File: src/rtl/argmax.sv
// -----------------------------------------------------------------------------
// argmax
//   Final classifier stage. Consumes one signed logit per beat, where the class
//   index is the beat's position in the frame. At the end of each frame it emits
//   a one-hot vector that marks the class with the largest logit. On a tie the
//   lowest class index wins. Bit 0 is the wake-word class.
//
// Ports
//   clk_i    in   clock
//   rst_n_i  in   synchronous active-low reset
//   data_i   in   [I_BW-1:0] signed logit for the current class
//   valid_i  in   data_i valid
//   last_i   in   final beat of the logit frame
//   ready_o  out  a beat is accepted this cycle when valid_i is also high
//   data_o   out  [NUM_CLASSES-1:0] one-hot argmax, zero when no result is held
//   valid_o  out  data_o valid
//   last_o   out  end of output frame; equals valid_o (one beat per frame)
//   ready_i  in   downstream accepts data_o
//   err_o    out  sticky flag: a frame length mismatch was seen since reset
// -----------------------------------------------------------------------------
module argmax #(
    parameter int NUM_CLASSES = 3,
    parameter int I_BW        = 32
) (
    input  logic                   clk_i,
    input  logic                   rst_n_i,
    input  logic [I_BW-1:0]        data_i,
    input  logic                   valid_i,
    input  logic                   last_i,
    output logic                   ready_o,
    output logic [NUM_CLASSES-1:0] data_o,
    output logic                   valid_o,
    output logic                   last_o,
    input  logic                   ready_i,
    output logic                   err_o
);

    localparam int IDX_W = (NUM_CLASSES > 1) ? $clog2(NUM_CLASSES) : 1;
    localparam logic [IDX_W-1:0] LAST_IDX = IDX_W'(NUM_CLASSES - 1);

    typedef enum logic {
        S_ACCUM  = 1'b0,
        S_OUTPUT = 1'b1
    } state_t;

    state_t                  r_state;
    state_t                  w_state_next;
    logic [IDX_W-1:0]        r_idx;
    logic [IDX_W-1:0]        r_arg;
    logic signed [I_BW-1:0]  r_max;
    logic [NUM_CLASSES-1:0]  r_data;
    logic                    r_err;

    logic                    w_accept;
    logic                    w_first;
    logic                    w_greater;
    logic                    w_at_last_idx;
    logic                    w_frame_end;
    logic                    w_mismatch;
    logic                    w_handshake;
    logic [IDX_W-1:0]        w_arg_next;

    assign w_accept      = valid_i && (r_state == S_ACCUM);
    assign w_handshake   = ready_i && (r_state == S_OUTPUT);
    assign w_first       = (r_idx == '0);
    // Strict compare: an equal logit never displaces the earlier class.
    assign w_greater     = $signed(data_i) > r_max;
    assign w_at_last_idx = (r_idx == LAST_IDX);
    assign w_frame_end   = last_i || w_at_last_idx;
    // The frame is well formed only when last_i lands exactly on the final class.
    assign w_mismatch    = (last_i != w_at_last_idx);
    // The ending beat's compare is folded in here, so the one-hot result can be
    // registered on the same edge that accepts the final beat.
    assign w_arg_next    = w_first ? '0 : (w_greater ? r_idx : r_arg);

    // NOTE: every signal assigned in always_comb gets a default first, so no
    // path leaves it unassigned and no latch is inferred.
    always_comb begin
        w_state_next = r_state;
        case (r_state)
            S_ACCUM:  if (w_accept && w_frame_end) w_state_next = S_OUTPUT;
            S_OUTPUT: if (w_handshake)             w_state_next = S_ACCUM;
            default:                               w_state_next = S_ACCUM;
        endcase
    end

    // NOTE: sequential state uses non-blocking assignments so every register
    // samples pre-edge values regardless of statement order.
    always_ff @(posedge clk_i) begin
        if (!rst_n_i) begin
            r_state <= S_ACCUM;
        end else begin
            r_state <= w_state_next;
        end
    end

    always_ff @(posedge clk_i) begin
        if (!rst_n_i) begin
            r_idx  <= '0;
            r_arg  <= '0;
            r_max  <= '0;
            r_data <= '0;
            r_err  <= 1'b0;
        end else begin
            if (w_accept) begin
                if (w_first || w_greater) begin
                    r_max <= data_i;
                end
                r_arg <= w_arg_next;
                if (w_frame_end) begin
                    r_idx  <= '0;
                    r_data <= NUM_CLASSES'(1) << w_arg_next;
                    if (w_mismatch) begin
                        r_err <= 1'b1;
                    end
                end else begin
                    r_idx <= r_idx + 1'b1;
                end
            end
            // data_o reads zero whenever no result is being offered.
            if (w_handshake) begin
                r_data <= '0;
            end
        end
    end

    assign ready_o = (r_state == S_ACCUM);
    assign valid_o = (r_state == S_OUTPUT);
    assign last_o  = (r_state == S_OUTPUT);
    assign data_o  = r_data;
    assign err_o   = r_err;

endmodule

File: config.mk
export PLATFORM = sky130hd
export DESIGN_NAME = argmax
export DESIGN_NICKNAME = d
export VERILOG_FILES = /design/src/rtl/argmax.sv
export SDC_FILE = /design/constraint.sdc
export NUM_CORES = 1
export LEC_CHECK = 0
export ABC_AREA = 0
export CAP_MARGIN = 10
export CORE_ASPECT_RATIO = 0.75
export CORE_MARGIN = 5
export CORE_UTILIZATION = 54
export DETAILED_ROUTE_END_ITERATION = 8
export PLACE_DENSITY_LB_ADDON = 0.08
export SETUP_SLACK_MARGIN = 0.15
export SYNTH_ARGS = -nofsm -noshare
export SYNTH_HDL_FRONTEND = slang
export SYNTH_SLANG_ARGS = --single-unit
File: constraint.sdc
create_clock -name clk_i -period 3.6 [get_ports clk_i]
set_input_delay 0.9 -clock clk_i [delete_from_list [all_inputs] [get_ports clk_i]]
set_output_delay 0.9 -clock clk_i [all_outputs]
set_load 0.05 [all_outputs]
==> summary.txt <==
Timing
  • Tmin final: 3220 ps
  • Setup TNS Final: 0 ps
  • Hold slack: 445 ps
  • Max-Slew Margin vs Limit: 61.9%
  • Final setup fails: 0
  • Hold Fails Final Rpt: 0
  • Worst slew pin tran: 557 ps
  • RSZ-0062 raised after global routing: false
  • Final period util: 89.5%
  • Clock Skews: 4.25 ps
  • Max-slew violation count: 0
  • Fmax: 310 MHz

Floorplanning
  • Die ar.: 6570 um2
  • Row count: 22
  • Core ar.: 4900 um2
  • Ports: 44
  • Chip width: 92.0 um
  • DIE HEIGHT: 71.5 um
  • Initial core utilization: 55.5%

Power and ir drop
  • Worst VDD drop: 0.256 mV
  • Reg power frac: 43.2%
  • Combinational share of power: 31.4%
  • PwrDens: 364 nW/um2
  • Static leakage: 1.40 nW
  • Int Power: 0.000828 W
  • Sw Pwr: 0.000362 W
  • Net Sw Frac: 30.4%
  • Clock power frac: 25.5%
  • Tot Pwr: 0.00119 W

Place
  • GPL Wtd Cong: 0.773
  • Post-DP HPWL: 4170 um
  • IO Port Bufs: 43

GRT
  • GR peak layer: met2
  • Met2 usage: 28.5%
  • First-pass GRT wire length: 9440 um
  • Total GRT Usage: 17.5%
  • Congestion Overflow GR: 0
  • Number of global-route vias before repair: 2116
  • Met1 Use GR: 22.8%
  • GR met3 Demand/Resource: 4.51%
  • Antenna violations before repair: 0
  • Largest net degree at the start of global routing: 40

Yosys
  • Sequential element share of the synthesized area: 30.2%
  • Synth unique cells: 43
  • Area leader, netlist: dfxtp_1
  • Top-area cell type share of the netlist area: 30.2%
  • Yosys reg bits: 41
  • Top post-synthesis cells by area: dfxtp_1, ha_1, mux2i_1
  • Cell area after synthesis: 2720 um2
  • Net count after synthesis: 376
  • Synth Instances: 304
  • Syn_area_per_cell: 8.95 um2
  • Ys Warns: 0

Setup path
  • Largest fanout on the critical path: 5
  • Arr. time, crit path: 3440 ps
  • Worst setup EP type: register
  • Crit start category: primary input
  • Data required, critical path: 3820 ps
  • Crit path max-delay family: compound AO/OA/AOI/OAI gates
  • Critical path's slowest cell: a2111oi_1
  • Buf/Inv on CP: 1
  • Crit path largest cell delay: 550 ps
  • Worst-path cell chain: clkdlybuf4s50_1 -> ha_1 -> nand4_1 -> a2111oi_1 -> o31a_1 -> o21ai_0 -> a2111o_1 -> a31oi_1
  • Type of the worst setup path: in2reg

Routing
  • Avg WL per Cell: 13.3 um
  • # DRC: 0
  • DRC violation total after the first TritonRoute iteration: 54
  • Drt via density: 5.31
  • Pre-antenna DRT Iters: 4
  • Total Wirelength: 5460 um
  • Routed Antenna Nets: 0
  • Via count: 2179

CTS
  • CTS Buffer Depth: 2
  • Worst-Skew Late Latency: 290 ps
  • H-tree Lvls: 2
  • Total CTS buffers: 5
  • TritonCTS clock tree: done
  • CTS Hold Buffers Added: 0
  • Post-CTS setup buffers: 0
  • Root buffer cell: clkbuf_8
  • Sink Count: 41
  • Clock-pin slew on the worst setup and hold paths: 70 ps

Min path
  • Hold crit path type: reg2reg

Layout
  • Diode count: 0
  • Commonest cells after routing, fill and taps aside: clkdlybuf4s50_1, dfxtp_1, inv_1
  • Area delta synth->final: 20.1%
  • Share of layout cells above drive strength 1: 4.86%
  • Nets: 422
  • Leading cell type in the layout, fill and taps excluded: clkdlybuf4s50_1

Flow run
  • Max cap viols: 0

Outcome
  • Status: finished, final reports clean
-- metrics by stage --
stage,instance area [um2],util [%],setup WS (ps),instances
after floorplan,2720,-,738,304
after global placement,3170,64.8,108,403
after detailed placement,3170,64.8,50.6,403
after CTS,3260,66.5,356,410
after global routing,3270,66.7,170,410
final,3270,66.7,379,410
-- registers in the layout, summed over array words and instances, names as in the netlist --
name	count
data_o	3
r_max	32
r_arg	2
err_o	1
r_idx	2
last_o	1
-- final timing paths --
path	slack (ps)	startpoint	depth (start not counted)	to
setup / recovery	380	data_i[15]	8	data_o[0]
hold / removal	450	data_o[1]	2	data_o[1]
setup reg to reg	1090	r_max[14]	8	data_o[0]
hold reg to reg	450	data_o[1]	2	data_o[1]
-- worst min-delay path, delay by kind of cell, from the launching register on --
| kind | cells | cell delay (ps) |
|---|---|---|
| and+or+nand+nor | 2 | 90 |
| DFF | 1 | 310 |
-- layer usage --
metal | share of wire [%] | wire length, um | vias up
li1 | - | - | 1144
met1 | 48 | 2640 | 981
met2 | 44 | 2430 | 47
met3 | 5.9 | 322 | 7
met4 | 1.4 | 76 | 0
met5 | 0 | 0 | -
-- synth_stat cells --
master     number
a221o_1         3
buf_6           2
mux2i_1        32
buf_4           1
or3_1           2
a211o_1         1
o211ai_1        1
nand2_1        22
a21boi_0        1
and2_1          1
dfxtp_1        41
o311ai_0        1
buf_8           1
nor2_1         12
a22oi_1         1
a221oi_2        1
nor4_4          1
nor3_1          3
and4_1          2
nand3_1         5
nand4_1         8
a21oi_1        16
inv_1          40
nor2b_1        35
ha_1           35
clkbuf_1        5
nor3b_1         1
nand4_4         1
o21a_1          2
o21ai_0         5
a31o_1          2
o21bai_1        1
or2_1           1
a2111oi_0       3
o31ai_1         2
buf_12          2
a31oi_1         2
o31a_1          1
nor4_1          2
a2111o_1        1
a2bb2o_1        2
a21o_1          2
and3_1          1
-- layout make-up --
cell class	count	area [um2]
multi-input combinational	212	1650
timing repair buffer	50	483
fill	436	1630
tap	60	75.1
sequential	41	821
inverter	40	150
clock buffer	7	86.3
-- power by group through the flow --
stage,registers (W),clock network [W],logic [W]
global placement,0.000522,0,0.000364
finish,0.000514,0.000303,0.000373
global route,0.000519,0.000332,0.000419
floorplan,0.000527,0,0.000276
CTS,0.000514,0.000314,0.000376
detailed placement,0.000524,0,0.000373
-- timing repair --
| action | in CTS | in global routing |
|---|---|---|
| endpoints found under the hold margin | 0 | 0 |
| resized for setup | 0 | 2 |
| setup endpoints to repair | 0 | 25 |
-- cell families after synthesis --
| logic type | Yosys count | synth area share [%] |
|---|---|---|
| multiplexers | 32 | 11.8 |
| flip-flops | 41 | 30.2 |
| AND/OR/NAND/NOR | 97 | 20.1 |
| adder cells (fa/ha/maj) | 35 | 16.1 |
| buffers and inverters | 51 | 9.34 |
| AO/OA/AOI/OAI | 48 | 12.5 |
(Power assumes the default switching activity.)
